===== src/rtl/l2_cache_pkg.sv =====
// l2_cache_pkg: shared types and encodings for the L2 cache control FSM.
//   l2_state_e   - controller state encoding (prefetch states only exist when
//                  L2_CACHE_PREFETCH_EN is defined)
//   Paddr*       - encodings driven on paddr_sel to pick the downstream address
package l2_cache_pkg;

`ifdef L2_CACHE_PREFETCH_EN
  typedef enum logic [3:0] {
    StIdle,
    StLookup,
    StDecide,
    StWriteback,
    StFill,
    StPfLookup,
    StPfDecide,
    StPfWriteback,
    StPfFill
  } l2_state_e;
`else
  typedef enum logic [3:0] {
    StIdle,
    StLookup,
    StDecide,
    StWriteback,
    StFill
  } l2_state_e;
`endif

  localparam logic [1:0] PaddrCpu      = 2'd0;
  localparam logic [1:0] PaddrVictim   = 2'd1;
  localparam logic [1:0] PaddrPrefetch = 2'd2;

endpackage


===== src/rtl/l2_way_encode.sv =====
// l2_way_encode: converts a per-way hit vector into a way index.
//   onehot_i - per-way match flags (WAYS bits)
//   idx_o    - index of the lowest set bit (0 when none set)
//   any_o    - at least one bit set
//   multi_o  - more than one bit set
module l2_way_encode #(
  parameter int unsigned WAYS = 4,
  localparam int unsigned WAY_W = $clog2(WAYS)
) (
  input  logic [WAYS-1:0]  onehot_i,
  output logic [WAY_W-1:0] idx_o,
  output logic             any_o,
  output logic             multi_o
);

  // Scan from the top down so the lowest set bit is the last one written.
  always_comb begin
    idx_o = '0;
    for (int i = int'(WAYS) - 1; i >= 0; i--) begin
      if (onehot_i[i]) idx_o = WAY_W'(i);
    end
  end

  assign any_o   = |onehot_i;
  // Clearing the lowest set bit leaves something only if two or more were set.
  assign multi_o = |(onehot_i & (onehot_i - WAYS'(1)));

endmodule


===== src/rtl/l2_cache_fsm.sv =====
// l2_cache_fsm: L2 cache controller FSM (lookup, writeback, fill, optional prefetch).
// Build option: define L2_CACHE_PREFETCH_EN to add next-line prefetch after a
// demand fill; otherwise the prefetch states are absent and pf_addr_load is 0.
// Ports:
//   clk, rst_n              - clock, asynchronous active-low reset
//   mem_read, mem_write     - upstream request, held until mem_resp
//   mem_resp                - one-cycle upstream completion pulse
//   pmem_read, pmem_write   - downstream request, held until pmem_resp
//   pmem_resp               - downstream completion
//   hit_way, dirty_way      - per-way tag-match and dirty flags
//   lru_way                 - victim way from the LRU array
//   way_sel                 - way targeted by array loads
//   data/tag/valid/dirty/lru_load - array write strobes
//   dirty_in, data_in_sel   - dirty value written; data source (0 CPU, 1 pmem)
//   paddr_sel               - downstream address source (cpu/victim/prefetch)
//   pf_addr_load            - latch next-line address
//   multi_hit               - multi-way hit error pulse
// All outputs are registered: they reflect the state entered at the last edge.
module l2_cache_fsm
  import l2_cache_pkg::*;
#(
  parameter int unsigned WAYS = 4,
  localparam int unsigned WAY_W = $clog2(WAYS)
) (
  input  logic             clk,
  input  logic             rst_n,
  input  logic             mem_read,
  input  logic             mem_write,
  output logic             mem_resp,
  output logic             pmem_read,
  output logic             pmem_write,
  input  logic             pmem_resp,
  input  logic [WAYS-1:0]  hit_way,
  input  logic [WAYS-1:0]  dirty_way,
  input  logic [WAY_W-1:0] lru_way,
  output logic [WAY_W-1:0] way_sel,
  output logic             data_load,
  output logic             tag_load,
  output logic             valid_load,
  output logic             dirty_load,
  output logic             lru_load,
  output logic             dirty_in,
  output logic             data_in_sel,
  output logic [1:0]       paddr_sel,
  output logic             pf_addr_load,
  output logic             multi_hit
);

  l2_state_e        state_q;
  logic [WAY_W-1:0] victim_q;
  logic             is_write_q;
  logic             dropped_q;

  logic [WAY_W-1:0] hit_idx;
  logic             hit_any;
  logic             hit_multi;
  logic             req_now;
  logic             req_live;

  l2_way_encode #(
    .WAYS (WAYS)
  ) u_way_encode (
    .onehot_i (hit_way),
    .idx_o    (hit_idx),
    .any_o    (hit_any),
    .multi_o  (hit_multi)
  );

  assign req_now  = mem_read | mem_write;
  // A request that went away mid-transaction still finishes its fill silently.
  assign req_live = req_now & ~dropped_q;

`ifdef L2_CACHE_PREFETCH_EN
  logic pf_pending_q;
  logic pf_addr_load_q;
  assign pf_addr_load = pf_addr_load_q;
`else
  assign pf_addr_load = 1'b0;
`endif

  always_ff @(posedge clk or negedge rst_n) begin
    if (!rst_n) begin
      state_q     <= StIdle;
      victim_q    <= '0;
      is_write_q  <= 1'b0;
      dropped_q   <= 1'b0;
      mem_resp    <= 1'b0;
      pmem_read   <= 1'b0;
      pmem_write  <= 1'b0;
      way_sel     <= '0;
      data_load   <= 1'b0;
      tag_load    <= 1'b0;
      valid_load  <= 1'b0;
      dirty_load  <= 1'b0;
      lru_load    <= 1'b0;
      dirty_in    <= 1'b0;
      data_in_sel <= 1'b0;
      paddr_sel   <= PaddrCpu;
      multi_hit   <= 1'b0;
`ifdef L2_CACHE_PREFETCH_EN
      pf_pending_q   <= 1'b0;
      pf_addr_load_q <= 1'b0;
`endif
    end else begin
      // Everything defaults low; each branch re-asserts what the next state holds.
      mem_resp    <= 1'b0;
      pmem_read   <= 1'b0;
      pmem_write  <= 1'b0;
      way_sel     <= '0;
      data_load   <= 1'b0;
      tag_load    <= 1'b0;
      valid_load  <= 1'b0;
      dirty_load  <= 1'b0;
      lru_load    <= 1'b0;
      dirty_in    <= 1'b0;
      data_in_sel <= 1'b0;
      paddr_sel   <= PaddrCpu;
      multi_hit   <= 1'b0;
`ifdef L2_CACHE_PREFETCH_EN
      pf_addr_load_q <= 1'b0;
`endif

      unique case (state_q)
        StIdle: begin
          // The cycle carrying mem_resp is the last one of the old request.
          if (req_now && !mem_resp) begin
            state_q    <= StLookup;
            is_write_q <= mem_write;
            dropped_q  <= 1'b0;
          end
        end

        StLookup: begin
          if (!req_now) dropped_q <= 1'b1;
          state_q <= StDecide;
        end

        StDecide: begin
          if (!req_now) dropped_q <= 1'b1;
          if (hit_any) begin
            way_sel   <= hit_idx;
            multi_hit <= hit_multi;
            lru_load  <= 1'b1;
            if (req_live) begin
              mem_resp <= 1'b1;
              if (is_write_q) begin
                data_load  <= 1'b1;
                dirty_load <= 1'b1;
                dirty_in   <= 1'b1;
              end
            end
            state_q <= StIdle;
`ifdef L2_CACHE_PREFETCH_EN
            if (pf_pending_q) begin
              pf_pending_q <= 1'b0;
              paddr_sel    <= PaddrPrefetch;
              state_q      <= StPfLookup;
            end
`endif
          end else begin
            victim_q <= lru_way;
            way_sel  <= lru_way;
            if (dirty_way[lru_way]) begin
              pmem_write <= 1'b1;
              paddr_sel  <= PaddrVictim;
              state_q    <= StWriteback;
            end else begin
              pmem_read <= 1'b1;
              state_q   <= StFill;
            end
          end
        end

        StWriteback: begin
          if (!req_now) dropped_q <= 1'b1;
          way_sel <= victim_q;
          if (pmem_resp) begin
            pmem_read <= 1'b1;
            state_q   <= StFill;
          end else begin
            pmem_write <= 1'b1;
            paddr_sel  <= PaddrVictim;
          end
        end

        StFill: begin
          if (!req_now) dropped_q <= 1'b1;
          way_sel <= victim_q;
          if (pmem_resp) begin
            data_load   <= 1'b1;
            tag_load    <= 1'b1;
            valid_load  <= 1'b1;
            dirty_load  <= 1'b1;
            data_in_sel <= 1'b1;
            // Re-run the lookup so the request completes through the hit path.
            state_q     <= StLookup;
`ifdef L2_CACHE_PREFETCH_EN
            pf_addr_load_q <= 1'b1;
            pf_pending_q   <= 1'b1;
`endif
          end else begin
            pmem_read <= 1'b1;
          end
        end

`ifdef L2_CACHE_PREFETCH_EN
        // Prefetch path: no upstream response or LRU update; new requests wait.
        StPfLookup: begin
          paddr_sel <= PaddrPrefetch;
          state_q   <= StPfDecide;
        end

        StPfDecide: begin
          if (hit_any) begin
            multi_hit <= hit_multi;
            state_q   <= StIdle;
          end else begin
            victim_q <= lru_way;
            way_sel  <= lru_way;
            if (dirty_way[lru_way]) begin
              pmem_write <= 1'b1;
              paddr_sel  <= PaddrVictim;
              state_q    <= StPfWriteback;
            end else begin
              pmem_read <= 1'b1;
              paddr_sel <= PaddrPrefetch;
              state_q   <= StPfFill;
            end
          end
        end

        StPfWriteback: begin
          way_sel <= victim_q;
          if (pmem_resp) begin
            pmem_read <= 1'b1;
            paddr_sel <= PaddrPrefetch;
            state_q   <= StPfFill;
          end else begin
            pmem_write <= 1'b1;
            paddr_sel  <= PaddrVictim;
          end
        end

        StPfFill: begin
          way_sel <= victim_q;
          if (pmem_resp) begin
            data_load   <= 1'b1;
            tag_load    <= 1'b1;
            valid_load  <= 1'b1;
            dirty_load  <= 1'b1;
            data_in_sel <= 1'b1;
            state_q     <= StIdle;
          end else begin
            pmem_read <= 1'b1;
            paddr_sel <= PaddrPrefetch;
          end
        end
`endif

        default: state_q <= StIdle;
      endcase
    end
  end

endmodule


===== config.mk =====
export PLATFORM = sky130hd
export DESIGN_NAME = l2_cache_fsm
export DESIGN_NICKNAME = d
export VERILOG_FILES = /design/src/rtl/l2_cache_pkg.sv /design/src/rtl/l2_way_encode.sv /design/src/rtl/l2_cache_fsm.sv
export SDC_FILE = /design/constraint.sdc
export NUM_CORES = 1
export LEC_CHECK = 0
export BUFFER_PORTS_ARGS = -buffer_cell sky130_fd_sc_hd__buf_2
export CORE_ASPECT_RATIO = 1.2
export CORE_UTILIZATION = 46
export DETAILED_ROUTE_END_ITERATION = 6
export HOLD_SLACK_MARGIN = 0.03
export PLACE_DENSITY = 0.76
export SETUP_SLACK_MARGIN = 0.2
export SYNTH_ARGS = -nofsm -noshare
export SYNTH_HDL_FRONTEND = slang
export SYNTH_HIERARCHICAL = 1
export SYNTH_SLANG_ARGS = --single-unit
export TNS_END_PERCENT = 50

===== constraint.sdc =====
create_clock -name clk -period 1.8 [get_ports clk]
set_clock_uncertainty 0.05 [all_clocks]
set_input_delay 0.36 -clock clk [delete_from_list [all_inputs] [get_ports clk]]
set_output_delay 0.36 -clock clk [all_outputs]
set_load 0.01 [all_outputs]

==> reports/qor.csv, run 1 <==
stage,metric,value,unit
routing,vias,670,
worst_setup_path,path_class,reg -> reg,
synthesis,avgSynthCellArea,10.2,um^2
power,vdd_drop_max,0.000547,V
synthesis,synth_cell_types,28,
grt,grt_pass1_vias,574,
clock_tree,cts_resized,0,
layout,multi_input_area,319,um^2
synthesis,synth_compound_area_share,11.5,%
timing,tns,0,ps
synthesis,ys.warnings.count,6,
worst_setup_path,critical_path_required,1940,ps
routing,avgViaCountPerCell,5.36,
outcome,status,finished clean,
clock_tree,numCtsBuffers,3,
worst_setup_path,critPathBufInv,0,
worst_setup_path,cp_common_cell,nand2_1,
routing,wl_per_cell,12.0,um
floorplanning,row_count,16,
layout,largest_reg_flops,3,
grt,use_met1,24.6,%
floorplanning,ios,31,
clock_tree,tritoncts,done,
floorplanning,die_w,40.3,um
run,maxCapViolations,0,
place,gp_congestion,0.858,
worst_setup_path,r2r-end,victim_q[1],
floorplanning,initial_utilization,49.2,%
worst_setup_path,ff2ff_path_depth,3,
layout,nFillCells,156,
routing,drc_errors,0,
synthesis,yosys_register_bits,17,
power,finalPower,1150,uW
layout,final_core_util,58.7,%
worst_setup_path,slowest_delay,610,ps
worst_setup_path,crit_path_start_kind,flip-flop,
worst_setup_path,r2r_setup_slack,420,ps
routing,first_iter_violations,14,
timing,max_freq,724,MHz
place,portBuffers,28,
place,dpl_cell_area,926,um^2
layout,diodes,0,
layout,stdcell_area,963,um^2
timing,grt_setup_unrepaired,false,
layout,final_common_cell,buf_2,
synthesis,yosysSeqAreaShare,52.6,%
layout,drive_gt1_share,33.6,%
grt,grt_antenna_before_repair,0,
power,powerDensity,1190,nW/um^2
timing,hold_viol,0,
grt,grt_use_met3,4.65,%
clock_tree,ctsHtreeMaxLevel,1,
synthesis,synthSimpleGateAreaFrac,23.1,%
routing,ant_nets,0,
floorplanning,die_area,1930,um^2
hold_path,hold_path_end,is_write_q,
clock_tree,post_cts_buffers,0,
worst_setup_path,cp_cell_sequence,or4b_1 > nand2_1 > nand2_1,
clock_tree,clk_latency,300,ps
routing,wl,1.50,mm
clock_tree,cts_num_sinks,17,
layout,regArea,425,um^2
timing,slew_violations,0,
synthesis,yosys.area.top_type,dfrtp_1,
hold_path,worstHoldStart,mem_write,
synthesis,synth_top_area_share,52.6,%
synthesis,ys_top_cells_by_area,"dfrtp_1 (53%), nand2_1 (7.0%), buf_4 (5.6%)",
synthesis,synth_mux_area_share,4.02,%
layout,top_register,state_q,
floorplanning,die_h,47.9,um
worst_setup_path,crit_family,simple AND/OR/NAND/NOR gates,
layout,final_cell_mix,"buf_2 (28), dfrtp_1 (17), nand2_1 (15)",
synthesis,synth_area,808,um^2
clock_tree,cts_root_buf,clkbuf_4,
worst_setup_path,arrival,1530,ps
grt,gr-max-usage-layer,met2,
timing,finalCritPeriodShare,76.7,%
routing,first_pass_iters,4,
grt,grt_max_degree,18,
layout,largest_registers,"state_q: 3 flops, victim_q: 2 flops, way_sel: 2 flops",
synthesis,synth_xor_area_share,0,%
worst_setup_path,slowest_stage,or4b_1,
layout,area_growth,19.2,%
synthesis,synth_cells,79,
timing,period_minus_slack,1380,ps
clock_tree,cts.clk_slew.worst_paths,100,ps
place,hpwl,1.16,mm
worst_setup_path,rr_startpoint,state_q[2],
worst_setup_path,cp_max_fo,9,
hold_path,hold_depth,2,
timing,setup_viol,0,
grt,grt.total_usage,19.2,%
worst_setup_path,cp-end-kind,flip-flop,
grt,grt_pass1_wl,2.44,mm
grt,grt-ovfl-total,0,
synthesis,synth_top_family_by_area,simple AND/OR/NAND/NOR gates,
layout,layout.nets,123,
grt,use_met2,29.7,%
clock_tree,clock_path_buffers,2,
hold_path,hp-class,in -> reg,
synthesis,synth-adder-area-share,0,%
power,leakagePower,0.000532,uW
floorplanning,coreArea,1640,um^2
==> metal layers <==
metal	vias to the layer above	wire length, um
met4	0	42
met1	308	670
li1	326	-
met3	5	88
met5	-	0
met2	31	700
==> Yosys cell counts <==
library cell  count
a211oi_1          1
a21o_1            1
a21oi_1           4
a22o_1            1
and2_1            2
and3b_1           1
and4bb_2          1
buf_4             6
buf_6             1
conb_1            1
dfrtp_1          17
inv_1             3
mux2i_1           1
mux4_2            1
nand2_1          15
nand2b_1          1
nand3_1           2
nand3b_1          1
nor2_1            3
nor3_1            2
nor3b_1           1
nor3b_4           1
nor4_1            1
nor4b_1           1
o2111ai_1         1
o21ai_0           6
o21ai_1           2
or4b_1            1
==> cell type report <==
class	instances	share of cell area [%]
Clock buffer	3	2.34
Clock inverter	1	0.519
Inverter	3	1.17
Multi-Input combinational cell	53	33.1
Sequential cell	17	44.2
Tap cell	18	2.34
Timing Repair Buffer	30	16.4
==> how the worst max path moves through the flow <==
stage | slack (ps) | depth (start not counted) | endpoint | startpoint
finish | 420 | 3 | victim_q[1] | state_q[2]
floorplan | 390 | 5 | victim_q[0] | hit_way[0]
CTS | 430 | 3 | victim_q[1] | state_q[2]
global route | 230 | 3 | state_q[0] | state_q[0]
global placement | 220 | 6 | victim_q[0] | hit_way[0]
detailed placement | 170 | 6 | victim_q[1] | hit_way[0]
==> repair_timing <==
action	in CTS	in global routing
setup endpoints to repair	0	0
endpoints found under the hold margin	17	0
hold buffers	1	0
==> through the flow <==
stage	worst slack, ps	cells	hold WS [ps]
floorplan	391	80	14.4
global placement	219	120	242
detailed placement	170	120	246
CTS	430	125	251
global route	233	125	255
finish	419	125	254
==> kinds of logic after synthesis <==
| logic type | count (synthesis) |
|---|---|
| and+or+nand+nor | 33 |
| DFF | 17 |
| AOI/OAI and AO/OA | 16 |
| buffers and inverters | 10 |
| muxes | 2 |
| other | 1 |
==> where the power goes <==
group	switching, uW	internal [uW]	total [uW]
clock network	123	82.8	206
logic	176	173	349
registers	100	494	594
Power figures use the tool's default switching activity.
==> run 2, diff against run 1 <==
- ABC_AREA: not set -> 1
- CORE_UTILIZATION: 46 -> 47
- PLACE_DENSITY: 0.76 -> 0.77
- clock period: 1.8 -> 1.4 ns (I/O delays scaled with it)
==> reports/qor.csv, run 2 <==
stage,metric,value,unit,change
grt,grt.total_usage,20.8,%,+1.7 points
routing,vias,800,,+19%
place,portBuffers,28,,unchanged
synthesis,synth_cell_types,16,,-43%
grt,grt-ovfl-total,0,,unchanged
layout,area_growth,31.6,%,
layout,final_cell_mix,"nand2_1 (35), buf_2 (28), dfrtp_1 (15)",,
synthesis,synth_xor_area_share,0,%,unchanged
layout,top_register,state_q,,
timing,finalCritPeriodShare,85.0,%,+8.3 points
worst_setup_path,cp-end-kind,flip-flop,,
timing,slew_violations,0,,unchanged
routing,drc_errors,0,,unchanged
routing,wl_per_cell,10.9,um,-9.6%
layout,largest_reg_flops,3,,unchanged
clock_tree,tritoncts,done,,
timing,hold_viol,0,,unchanged
power,leakagePower,0.000667,uW,+25%
synthesis,synth_edf_count,0,,unchanged
synthesis,ys.warnings.count,6,,unchanged
synthesis,synth_mux_area_share,0,%,-4.0 points
timing,tns,0,ps,unchanged
synthesis,ys_top_cells_by_area,"dfrtp_1 (50%), nand2_1 (16%), buf_4 (5.3%)",,
layout,layout.nets,161,,+31%
grt,grt_max_degree,18,,unchanged
synthesis,synthSimpleGateAreaFrac,32.3,%,+9.3 points
synthesis,synth-async-reset-ratio,100,%,unchanged
clock_tree,cts_num_sinks,17,,unchanged
floorplanning,die_h,48.4,um,+1.0%
synthesis,synth_cells,106,,+34%
synthesis,synth-adder-area-share,0,%,unchanged
synthesis,yosys_register_bits,17,,unchanged
routing,first_pass_iters,4,,unchanged
place,hpwl,1.24,mm,+6.9%
worst_setup_path,cp_max_fo,3,,-6
grt,grt_pass1_vias,720,,+25%
synthesis,synth_top_area_share,50.4,%,-2.2 points
worst_setup_path,crit_path_start_kind,flip-flop,,
worst_setup_path,critical_path_required,1530,ps,-410 ps
hold_path,hp-class,in -> reg,,
synthesis,avgSynthCellArea,7.96,um^2,-22%
synthesis,synth_compound_area_share,5.64,%,-5.8 points
clock_tree,clk_latency,300,ps,about the same
floorplanning,die_w,40.7,um,+1.0%
clock_tree,cts.clk_slew.worst_paths,110,ps,about the same
worst_setup_path,arrival,1320,ps,-210 ps
synthesis,synth_area,843,um^2,+4.3%
clock_tree,ctsHtreeMaxLevel,1,,unchanged
worst_setup_path,rr_startpoint,state_q[2],,
timing,worst_slack,210,ps,-209 ps
layout,drive_gt1_share,38.6,%,+5.0 points
place,dp_cells,147,,+23%
layout,largest_registers,"state_q: 3 flops, victim_q: 2 flops, way_sel: 2 flops",,
hold_path,worstHoldStart,mem_write,,
run,maxCapViolations,0,,unchanged
worst_setup_path,ff2ff_path_depth,6,,+3
floorplanning,die_area,1970,um^2,+2.0%
routing,avgViaCountPerCell,4.91,,-8.4%
layout,diodes,0,,unchanged
worst_setup_path,r2r_setup_slack,210,ps,-210 ps
hold_path,hold_path_end,is_write_q,,
synthesis,synthFlopType,dfrtp_1,,
clock_tree,cts_root_buf,clkbuf_4,,
layout,stdcell_count,163,,+30%
synthesis,synthTopCellsByCount,"nand2_1 (36), dfrtp_1 (17), inv_1 (12)",,
power,vdd_drop_max,0.000979,V,+79%
floorplanning,row_count,16,,unchanged
place,dp_slack,122,ps,-48.0 ps
timing,period_minus_slack,1190,ps,-191 ps
power,finalPower,1760,uW,+53%
routing,ant_nets,0,,unchanged
synthesis,yosys.area.top_type,dfrtp_1,,
worst_setup_path,r2r-end,way_sel[1],,
timing,grt_setup_unrepaired,true,,
routing,first_iter_violations,11,,-3
layout,final_common_cell,nand2_1,,
synthesis,yosysSeqAreaShare,50.4,%,-2.2 points
floorplanning,initial_utilization,50.8,%,+1.5 points
floorplanning,ios,31,,unchanged
hold_path,hold_depth,3,,+1
grt,grt_antenna_before_repair,0,,unchanged
outcome,status,finished clean,,
routing,wl,1.77,mm,+18%
power,powerDensity,1580,nW/um^2,+33%
layout,nFillCells,137,,-12%
worst_setup_path,path_class,reg -> reg,,
grt,grt_pass1_wl,2.88,mm,+18%
clock_tree,clock_path_buffers,2,,unchanged
clock_tree,numCtsBuffers,3,,unchanged
timing,setup_viol,0,,unchanged
place,gp_congestion,0.775,,-9.7%
timing,max_freq,840,MHz,+16%
synthesis,synth.most_common_cell,nand2_1,,
synthesis,synth_top_family_by_area,simple AND/OR/NAND/NOR gates,,
floorplanning,coreArea,1660,um^2,+1.2%
run 2: cell families after synthesis:
group | count (synthesis)
and+or+nand+nor | 61
buffers and inverters | 19
DFF | 17
AOI/OAI and AO/OA | 8
other | 1
run 2: how the worst max path moves through the flow:
| stage | depth (start not counted) | endpoint | start | slack (ps) |
|---|---|---|---|---|
| floorplan | 6 | state_q[0] | state_q[0] | 340 |
| global placement | 8 | state_q[0] | hit_way[2] | 170 |
| detailed placement | 7 | dirty_load | hit_way[2] | 120 |
| CTS | 7 | state_q[0] | state_q[2] | 220 |
| global route | 7 | state_q[0] | state_q[2] | 130 |
| finish | 6 | way_sel[1] | state_q[2] | 210 |
run 2: timing repair:
item,CTS,global route
hold buffers,1,0
buffers inserted,2,9
pin swaps,1,5
endpoints found under the hold margin,17,0
gates resized for setup,5,4
endpoints found under the setup margin,1,6
run 2: report_power, final:
group	switching (uW)	internal (uW)
Clock	168	107
Sequential	111	646
Combinational	397	328
Total	675	1080
run 2: stage by stage:
| step | hold slack [ps] | area [um^2] | utilization (%) |
|---|---|---|---|
| final | 181 | 1110 | 66.8 |
| after CTS | 183 | 1030 | 62.1 |
| after global placement | 164 | 965 | 58.1 |
| after floorplan | -65.6 | 847 | - |
| after detailed placement | 171 | 965 | 58.1 |
| after global routing | 193 | 1110 | 66.8 |
run 2: critical path: stages (launching register included):
cell     delay, ps
dfrtp_1        410
buf_4          140
buf_4          130
nand2_1        100
nand2_1         80
nand2_1         60
nand3_1         90
run 2: cell type report:
| type | instances | area (um^2) | area share [%] |
|---|---|---|---|
| inverters | 13 | 48.8 | 4.40 |
| clock inverters | 1 | 5.00 | 0.451 |
| clock buffers | 3 | 22.5 | 2.03 |
| multi-input cells | 71 | 350 | 31.6 |
| flip-flops and latches | 17 | 428 | 38.6 |
| repair buffers | 40 | 233 | 21.0 |
| well taps | 18 | 22.5 | 2.03 |
run 2: metal layers:
metal | up-vias | part of all wire [%] | global-route usage (%)
li1 | 404 | - | -
met1 | 368 | 41 | 23.4
met2 | 23 | 53 | 35.7
met3 | 5 | 3.2 | 2.75
met4 | 0 | 2.5 | 10.0
met5 | - | 0 | 0
==> run 3, diff against run 2 <==
- GPL_ROUTABILITY_DRIVEN: not set -> 1
- SETUP_SLACK_MARGIN: 0.2 -> 0.4
==> reports/qor.csv, run 3 (synthesis gave the netlist of run 2 again) <==
stage,metric,value,unit,change
outcome,status,finished clean,,
grt,grt.total_usage,21.6,%,+0.76 points
worst_setup_path,cp_cell_sequence,nor2_4 > nand2_2 > nor2_1 > nor2_1 > nand2_1 > nand2_1,,
timing,max_freq,856,MHz,+1.9%
worst_setup_path,ff2ff_path_depth,6,,unchanged
timing,slew_violations,0,,unchanged
floorplanning,initial_utilization,50.8,%,unchanged
power,swShare,38.5,%,+0.077 points
routing,first_iter_violations,17,,+6
clock_tree,clock_path_buffers,2,,unchanged
place,gp_congestion,0.775,,unchanged
place,hpwl,1.22,mm,-1.6%
worst_setup_path,slowest_delay,490,ps,+80 ps
clock_tree,cts.clk_slew.worst_paths,100,ps,about the same
layout,final_cell_mix,"nand2_1 (35), buf_2 (27), dfrtp_1 (15)",,
power,powerDensity,1610,nW/um^2,+1.5%
layout,drive_gt1_share,41.5,%,+2.9 points
layout,top_register,state_q,,
power,switching_power,707,uW,+4.8%
worst_setup_path,cp_max_fo,6,,+3
worst_setup_path,crit_path_start_kind,flip-flop,,
floorplanning,die_h,48.4,um,unchanged
routing,vias,827,,+3.4%
routing,drc_errors,0,,unchanged
timing,setup_viol,0,,unchanged
layout,largest_reg_flops,3,,unchanged
hold_path,hp-class,in -> reg,,
clock_tree,numCtsBuffers,3,,unchanged
floorplanning,die_w,40.7,um,unchanged
hold_path,hold_depth,3,,unchanged
power,pwr-share-clk,14.4,%,-1.2 points
routing,first_pass_iters,4,,unchanged
clock_tree,clk_latency,290,ps,about the same
power,p_comb_share,43.5,%,+2.2 points
routing,wl_per_cell,11.2,um,+2.7%
clock_tree,ctsHtreeMaxLevel,1,,unchanged
power,finalPower,1840,uW,+4.6%
power,p_int,1130,uW,+4.4%
worst_setup_path,r2r_setup_slack,230,ps,+20 ps
worst_setup_path,slowest_stage,dfrtp_2,,
grt,grt_antenna_before_repair,0,,unchanged
grt,grt_max_degree,18,,unchanged
run,maxCapViolations,0,,unchanged
layout,layout.nets,163,,+1.2%
layout,final_core_util,68.8,%,+2.0 points
layout,final_common_cell,nand2_1,,
clock_tree,cts_root_buf,clkbuf_4,,
timing,grt_setup_unrepaired,true,,
power,vdd_drop_max,0.000927,V,-5.3%
layout,nFillCells,128,,-6.6%
floorplanning,die_area,1970,um^2,unchanged
worst_setup_path,cp-end-kind,flip-flop,,
floorplanning,ios,31,,unchanged
floorplanning,row_count,16,,unchanged
timing,tns,0,ps,unchanged
timing,period_minus_slack,1170,ps,-22.0 ps
grt,grt-ovfl-total,0,,unchanged
power,leakagePower,0.000681,uW,+2.1%
grt,grt_pass1_wl,3.02,mm,+4.8%
routing,avgViaCountPerCell,5.01,,+2.1%
clock_tree,cts_num_sinks,17,,unchanged
routing,wl,1.84,mm,+4.0%
timing,hold_viol,0,,unchanged
worst_setup_path,critical_path_required,1540,ps,about the same
layout,diodes,0,,unchanged
place,portBuffers,28,,unchanged
floorplanning,coreArea,1660,um^2,unchanged
worst_setup_path,path_class,reg -> reg,,
routing,ant_nets,0,,unchanged
timing,finalCritPeriodShare,83.5,%,-1.6 points
layout,area_growth,35.6,%,
worst_setup_path,arrival,1310,ps,about the same
grt,grt_pass1_vias,779,,+8.2%
power,pwr-share-seq,42.1,%,-1.0 points
layout,largest_registers,"state_q: 3 flops, victim_q: 2 flops, way_sel: 2 flops",,
clock_tree,tritoncts,done,,
run 3: cell count changes in the layout (fill, tap and decap cells not counted), sizes merged:
cell  change
buf       +2
run 3: critical path, delay by kind of cell, from the launching register on:
kind             cells  cell delay, ps
flip-flops           1             490
AND/OR/NAND/NOR      6             530
run 3: cell type report:
cell class	instances	area, um^2	share of cell area (%)
inverters	13	48.8	4.27
clock inverters	1	5.00	0.438
well taps	18	22.5	1.97
repair buffers	42	254	22.2
flip-flops and latches	17	428	37.4
clock buffers	3	22.5	1.97
multi-input cells	71	363	31.7
run 3: timing repair:
item | in CTS | in global routing
hold buffers | 1 | 0
hold endpoints to repair | 17 | 0
pin swaps | 2 | 8
buffers inserted | 7 | 6
gates resized for setup | 5 | 10
setup endpoints to repair | 27 | 29
run 3: layer usage:
layer | global-route usage, % | part of all wire [%] | routed length [um] | vias up
met3 | 3.21 | 4.2 | 78 | 4
met1 | 24.2 | 41 | 760 | 383
li1 | - | - | - | 405
met4 | 12.2 | 1.4 | 25 | 0
met5 | 0 | 0 | 0 | -
met2 | 36.0 | 53 | 977 | 35
run 3: stage by stage:
stage               worst slack (ps)  hold WS [ps]  instances  cell area (um^2)
floorplan                        335         -65.6        107               847
global placement                 168           164        147               965
detailed placement               144           171        147               965
CTS                              231           177        159              1070
global route                     153           165        165              1140
finish                           232           173        165              1140
run 3: path summary, 6_finish.rpt:
kind / to / startpoint
worst max-delay path: state_q[0] / state_q[1]
worst min-delay path: is_write_q / mem_write
worst max register to register: state_q[0] / state_q[1]
worst min register to register: dropped_q / dropped_q
max in group asynchronous: state_q[0] / rst_n
min in group asynchronous: data_in_sel / rst_n
run 3: power groups by stage:
stage | Clock (uW) | Combinational, uW | Sequential (uW)
floorplan | 0 | 351 | 768
detailed placement | 0 | 532 | 752
global placement | 0 | 518 | 744
CTS | 274 | 666 | 753
global route | 300 | 897 | 788
finish | 265 | 798 | 772
